### config.mk
export PLATFORM = sky130hd
export DESIGN_NAME = uart_byte_receiver
export DESIGN_NICKNAME = d
export VERILOG_FILES = /design/src/rtl/uart_byte_receiver.sv
export SDC_FILE = /design/constraint.sdc
export NUM_CORES = 1
export LEC_CHECK = 0
export ABC_AREA = 1
export CORE_MARGIN = 4
export CORE_UTILIZATION = 30
export DETAILED_ROUTE_END_ITERATION = 8
export PLACE_DENSITY = 0.44
export SLEW_MARGIN = 20
export SYNTH_ARGS = -nofsm -noshare
export SYNTH_HDL_FRONTEND = slang
export SYNTH_SLANG_ARGS = --single-unit
### constraint.sdc
create_clock -name CLOCK_50M -period 1.9 [get_ports CLOCK_50M]
set_input_delay 0.285 -clock CLOCK_50M [delete_from_list [all_inputs] [get_ports CLOCK_50M]]
set_output_delay 0.285 -clock CLOCK_50M [all_outputs]
set_load 0.05 [all_outputs]
### src/rtl/uart_byte_receiver.sv
// 8N1 serial byte receiver: resynchronises the RXD pad and samples each bit at mid-bit.
// Received bytes are held on a valid/ready interface, with framing-error and overrun pulses.
module uart_byte_receiver #(
  parameter int CLOCKS_PER_BIT = 5208,
  parameter int HALF_BIT       = CLOCKS_PER_BIT / 2
) (
  input  logic       CLOCK_50M,
  input  logic       RESET_N,
  input  logic       RS232_DCE_RXD,
  output logic [7:0] DATA,
  output logic       DATA_VALID,
  input  logic       DATA_READY,
  output logic       FRAMING_ERROR,
  output logic       OVERRUN,
  output logic       BUSY
);

  localparam int CNT_W = $clog2(CLOCKS_PER_BIT);
  localparam logic [CNT_W-1:0] BIT_LAST  = CNT_W'(CLOCKS_PER_BIT - 1);
  localparam logic [CNT_W-1:0] HALF_LAST = CNT_W'(HALF_BIT - 1);

  typedef enum logic [2:0] {
    S_WAIT_IDLE,
    S_IDLE,
    S_START,
    S_DATA,
    S_STOP
  } state_t;

  state_t           state_q, state_d;
  logic [CNT_W-1:0] cnt_q, cnt_d;
  logic [2:0]       idx_q, idx_d;
  logic [7:0]       shift_q, shift_d;
  logic [7:0]       data_q, data_d;
  logic             valid_q, valid_d;
  logic             fe_q, fe_d;
  logic             ovr_q, ovr_d;
  logic             sync1_q, rx_s;
  logic             byte_done;
  logic             frame_bad;
  logic             take;

  // State register, synchroniser and output holding registers
  always_ff @(posedge CLOCK_50M) begin
    if (!RESET_N) begin
      sync1_q <= 1'b0;
      rx_s    <= 1'b0;
      state_q <= S_WAIT_IDLE;
      cnt_q   <= '0;
      idx_q   <= '0;
      shift_q <= '0;
      data_q  <= '0;
      valid_q <= 1'b0;
      fe_q    <= 1'b0;
      ovr_q   <= 1'b0;
    end else begin
      sync1_q <= RS232_DCE_RXD;
      rx_s    <= sync1_q;
      state_q <= state_d;
      cnt_q   <= cnt_d;
      idx_q   <= idx_d;
      shift_q <= shift_d;
      data_q  <= data_d;
      valid_q <= valid_d;
      fe_q    <= fe_d;
      ovr_q   <= ovr_d;
    end
  end

  // Next-state logic: cnt restarts from zero on every state change
  always_comb begin
    state_d   = state_q;
    cnt_d     = cnt_q;
    idx_d     = idx_q;
    shift_d   = shift_q;
    byte_done = 1'b0;
    frame_bad = 1'b0;
    case (state_q)
      S_WAIT_IDLE: begin
        if (rx_s) state_d = S_IDLE;
      end
      S_IDLE: begin
        if (!rx_s) begin
          state_d = S_START;
          cnt_d   = '0;
        end
      end
      S_START: begin
        if (cnt_q == HALF_LAST) begin
          cnt_d = '0;
          idx_d = '0;
          state_d = rx_s ? S_IDLE : S_DATA;
        end else begin
          cnt_d = cnt_q + CNT_W'(1);
        end
      end
      S_DATA: begin
        if (cnt_q == BIT_LAST) begin
          cnt_d   = '0;
          shift_d = {rx_s, shift_q[7:1]};
          idx_d   = idx_q + 3'd1;
          if (idx_q == 3'd7) state_d = S_STOP;
        end else begin
          cnt_d = cnt_q + CNT_W'(1);
        end
      end
      S_STOP: begin
        if (cnt_q == BIT_LAST) begin
          cnt_d = '0;
          if (rx_s) begin
            byte_done = 1'b1;
            state_d   = S_IDLE;
          end else begin
            frame_bad = 1'b1;
            state_d   = S_WAIT_IDLE;
          end
        end else begin
          cnt_d = cnt_q + CNT_W'(1);
        end
      end
      default: state_d = S_WAIT_IDLE;
    endcase
  end

  // Output logic: a held byte is only replaced when it is being consumed this cycle
  always_comb begin
    take   = valid_q & DATA_READY;
    data_d = data_q;
    valid_d = valid_q;
    fe_d   = frame_bad;
    ovr_d  = 1'b0;
    BUSY   = (state_q == S_START) || (state_q == S_DATA) || (state_q == S_STOP);
    if (byte_done) begin
      if (!valid_q || take) begin
        data_d  = shift_q;
        valid_d = 1'b1;
      end else begin
        ovr_d = 1'b1;
      end
    end else if (take) begin
      valid_d = 1'b0;
    end
  end

  assign DATA          = data_q;
  assign DATA_VALID    = valid_q;
  assign FRAMING_ERROR = fe_q;
  assign OVERRUN       = ovr_q;

endmodule

* Word level (Yosys, flattened, before mapping)
Cells that the tools add are included.
** Operators by class
- Add/subtract/negate cells :: 2
- Equal/unequal tests :: 14
- Muxes and demuxes :: 24
- Bitwise logic cells :: 1
- Reduce and logical (&&, ||, !) cells :: 17
** Operators with widths (count)
- two-way mux 13 bit :: 3
- case mux 13 bit (3 select lines) :: 1
- two-way mux 3 bit :: 8
- case mux 3 bit (5 select lines) :: 1
- adder 13 x 1 -> 13 bit (second input constant) :: 1
- equality test 13 x 12 -> 1 bit (second input constant) :: 1
- equality test 13 bit (second input constant) :: 1
- != test 2 bit (second input constant) :: 6
- AND reduction 2 bit :: 5
- two-way mux 1 bit :: 9
- equality test 3 x 2 -> 1 bit (second input constant) :: 2
- equality test 3 bit (second input constant) :: 2
- case mux 3 bit (2 select lines) :: 1
- AND reduction 3 bit :: 2
- AND reduction 6 bit :: 1
- nonzero test 2 bit :: 2
- adder 3 x 1 -> 3 bit (second input constant) :: 1
- equality test 3 x 1 -> 1 bit (second input constant) :: 1
- logical NOT 3 bit :: 1
- logical OR 1 bit :: 3
- nonzero test 3 bit :: 1
- two-way mux 2 bit :: 1
- != test 2 x 1 -> 1 bit (second input constant) :: 1
- OR reduction 2 bit :: 1
- other kinds (2) :: 2
** Storage, ports and cells
- Bits in registers :: 40
- Input bits :: 4
- Output and inout port bits :: 12
- Logic and storage cells :: 68

* Longest topological paths before layout
- Depth after elaboration :: 5
- Mapped depth :: 11
- Depth with buffers taken out :: 11

* Least setup slack after synthesis
No wires, ideal clock.
- Path kind :: register -> register
- From :: reg state_q[1]
- To :: reg cnt_q[0]
- Setup time :: 0.070 ns
- Arrival time :: 1.428 ns
- Data required time :: 1.830 ns
- Slack :: 0.402 ns
- Stages on the path, launching flop included :: 10
- Buffers on the path :: 1
- Clock period less this slack :: 1.498 ns
- Path through :: dfxtp_1 nor2_2 nand2_2 nand2_2 inv_2 nand2_4 buf_6 inv_4 or2_1 a21oi_1
** On the way
- Cells in the longest elaborated chain, start to end :: 4
- Elaborated cells on any way between the ends :: 9
- Those cells by class :: 5 x eq/ne; 1 x mux; 3 x reduce/logical
** RTL lines
- from (decl) :: line 30 : state_t state_q, state_d;
- from (signal assigned) :: line 59 : state_q <= state_d;
- equality test 3 x 2 -> 1 bit / equality test 3 bit (equally long branches) :: line 78 : case (state_q)
- OR reduction 2 bit (no source line)
- nonzero test 3 bit (no source line)
- AND reduction 2 bit (no source line)
- to (signal assigned) :: line 60 : cnt_q <= cnt_d;
- to (decl) :: line 31 : logic [CNT_W-1:0] cnt_q, cnt_d;
Parallel ways exist; a longest one is shown, timed or not.
A chain may end at the register's enable or synchronous reset.

* Worst setup path after layout
- From :: reg data_q[4], in the netlist DATA[4]
- To :: out DATA[4]
** RTL lines
- from (decl) :: line 34 : logic [7:0] data_q, data_d;
- from (signal assigned) :: line 63 : data_q <= data_d;
- to (decl) :: line 10 : output logic [7:0] DATA,
No word-level cell between the ends.

==> results.md <==
* Outcome: finished, final reports clean
* Post-synthesis compound-gate area fraction at 0.132
* Filler Cell Count at between 600 and 700
* Worst-Skew Late Latency at 300 ps
* Synth area leader: dfxtp_1
* # diodes at 0
* Synthesis-to-finish area growth at 18.0%
* Synth top area share at 0.401
* Hold Fails Final Rpt at 0
* Max cap viols at 0
* RSZ-0062 raised after global routing: no
* Final wirelength at around 4500 um
* Hold Buf Count CTS at 0
* H-Tree Depth at 2
* Row Count at 29
* CTS tree: done
* I/O Buffers at 15
* Clock slew at reported path FFs at 80 ps
* Post-synthesis xor/xnor area fraction at 0.00438
* Top delay family on crit path: buffers and inverters
* Fraction of layout cells with a size suffix above 1 at 0.158
* Boundary Pins at 16
* Worst Hold Class: flop to flop
* Post-synthesis sequential area ratio at 0.401
* Pin count of the biggest net entering global routing at 23
* Crit. path cell count at 1
* Synth Area in Adders at 0.0188
* GRT overflow at 0
* Synth async-reset ratio at 0
* Largest family of logic cells by synthesized area: simple AND/OR/NAND/NOR gates
* Initial Util at 0.311
* CP Buf/Inv Count at 1
* Fraction of the cycle the final worst path needs at 0.913
* Hold path cells at 2
* Full die area at ~8000 sq um
* Area contributors post-synth: dfxtp_1 40%, nand2_1 9.0%, inv_1 6.8%
* Vias per cell at approximately 4.7
* # setup viols final at 0
* Vias in the first global route at between 1,500 and 2,000
* Antenna-violating nets left at 0
* FF+latch count, synth at 40
* Relative slew slack at 0.660
* Vias at 1,749
* Drt initial violations at 75
* Core Box Area at between 6000 and 7000 sq um
* Slowest-stage cell, CP: clkdlybuf4s50_1
* DRC errors left at 0
* GP Congestion at approximately 0.8
* Worst reg2reg path depth at 11
* Final HPWL DP at 3380 um
* Dominant synthesized flop cell: dfxtp_1
* Hold WS at ~420 ps
* Global-route wire length before repair at 7760 um
* Total leakage power at 0.953 nW
* Post-synth EDFFs at 0
* Multi-input logic area at 987 sq um
* Clk_skew at 6.05 ps
* Crit path largest cell delay at between 800 and 900 ps
* Synth Area in Simple Gates at 0.336
* Setup TNS at 0 ps
* Post-synthesis instance area at between 1500 and 2000 sq um
* Avg Inst Size Synth at 7.24 sq um
* Setup crit end kind: primary output
* Yosys warning count at 0
* Peak supply drop at about 860 uV
* DR pass1 iterations at 4
* Initial antenna violation count at 0
* Pwr dens at between 1000 and 1500 nW/um^2
* Sequential Area at approximately 800 sq um
* CP Cell Sequence: clkdlybuf4s50_1
* Distinct cells, synth at 30
* Max Clk Rate at between 500 and 600 MHz
* Setup Fix Bufs, Post-CTS at 0
* GRT Overall Usage at 0.126
* Min Clock Period, post-route at roughly 1700 ps
* Clock Tree Buf Depth at 2
* Mux cell area share after synthesis at 0
* Post-synthesis instance total at ~280
* CP startpoint kind: flop
* Slew Limit Fails at 0
* Crit path max fanout at 2
* Nets at ~300
* Clock sink count at 40
* Die Y at approximately 90 um
* Clk root buf: clkbuf_8
* Slew @ Worst Pin at approximately 510 ps
* Critical Path AT at around 1500 ps
* CTS buffer count at 5
* Worst Setup Slack, final at approximately 160 ps
* Critical path type: flop to primary output
* Die Width at between 80 and 90 um
* Post-synth net total at around 280
* Post-place setup slack at about 210 ps
* Critical Path RT at around 1600 ps
* Drt wl/cell at ~12 um
* Final Power at approximately 2.6 mW
-- cells in the mapped netlist, types with 2 or more instances --
master,instances
ha_1,3
clkbuf_1,2
nand2_2,6
a21oi_2,2
buf_6,2
nand4_1,8
nor2_4,3
nand2_4,2
nor2_2,4
nor2_1,30
nor3_1,5
a21oi_1,21
nor4_1,2
dfxtp_1,40
nor3_2,2
nand3_1,19
inv_2,11
o21a_1,8
nand3_4,2
inv_1,36
o21ai_0,12
nand2_1,48
-- kinds of logic after synthesis --
kind of cell / after synthesis
compound gates: 46
flops: 40
xor+xnor: 1
simple gates: 133
buf+inv: 53
fa+ha+maj: 3
-- layer usage --
layer | up-vias | part of all wire | GRT usage
met5 | - | 0 | 0
met4 | 0 | 0.015 | 0.0528
met3 | 6 | 0.040 | 0.0265
met2 | 30 | 0.42 | 0.175
met1 | 780 | 0.52 | 0.185
li1 | 933 | - | -
-- cell usage in the layout, fill, tap and decap left out, types with 2 or more instances in the layout --
cell type	synthesis	layout
nand2_1	48	48
dfxtp_1	40	40
inv_1	36	36
nor2_1	30	30
a21oi_1	21	21
nand3_1	19	19
clkdlybuf4s50_1	0	14
o21ai_0	12	12
inv_2	11	11
o21a_1	8	8
nand4_1	8	8
nand2_2	6	5
nor3_1	5	5
clkbuf_8	0	5
buf_4	0	5
nor2_2	4	4
nor2_4	3	3
nand2_4	2	3
ha_1	3	3
nand3_4	2	2
a21oi_2	2	2
nor3_2	2	2
nor4_1	2	2
-- final cells by class --
type	count	share of cell area
inverters	48	0.0774
clock inverters	3	0.0196
clock buffers	5	0.0292
flip-flops and latches	40	0.339
repair buffers	19	0.0753
well taps	77	0.0408
multi-input cells	183	0.418
-- worst min-delay path: stages (launching register included) --
cell and delay, ps:
dfxtp_1 310, nand2_1 50, inv_1 40
-- path summary, 6_finish.rpt --
kind	startpoint	slack (ps)	end
worst max-delay path	DATA[4]$_SDFFE_PN0P_	160	DATA[4]
worst min-delay path	sync1_q$_SDFF_PN0_	420	rx_s$_SDFF_PN0_
worst max register to register	cnt_q[0]$_SDFFE_PN0P_	230	state_q[1]$_SDFFE_PN0P_
worst min register to register	sync1_q$_SDFF_PN0_	420	rx_s$_SDFF_PN0_
-- metrics by stage --
step	utilization	std cells	area [sq um]
after floorplan	-	276	2000
after global placement	0.349	367	2240
after detailed placement	0.349	367	2240
after CTS	0.367	375	2350
after global routing	0.367	375	2360
final	0.367	375	2360
-- flip-flops by register name, indices dropped and copies added (netlist names) --
| register | flops |
|---|---|
| state_q | 3 |
| DATA | 8 |
| OVERRUN | 1 |
| rx_s | 1 |
| shift_q | 8 |
| cnt_q | 13 |
| sync1_q | 1 |
| DATA_VALID | 1 |
| idx_q | 3 |
| FRAMING_ERROR | 1 |
-- what timing repair did --
item                                    CTS  global route
resized for setup                         0             1
endpoints found under the setup margin    0             2
hold endpoints to repair                  0             0
-- power by group --
group,leakage (nW),switching [mW],total [mW],internal [mW]
clock,0.0548,0.329,0.725,0.396
sequential,0.323,0.0612,0.946,0.884
combinational,0.575,0.649,0.918,0.268
No activity file was read; power rests on OpenSTA's default activity.
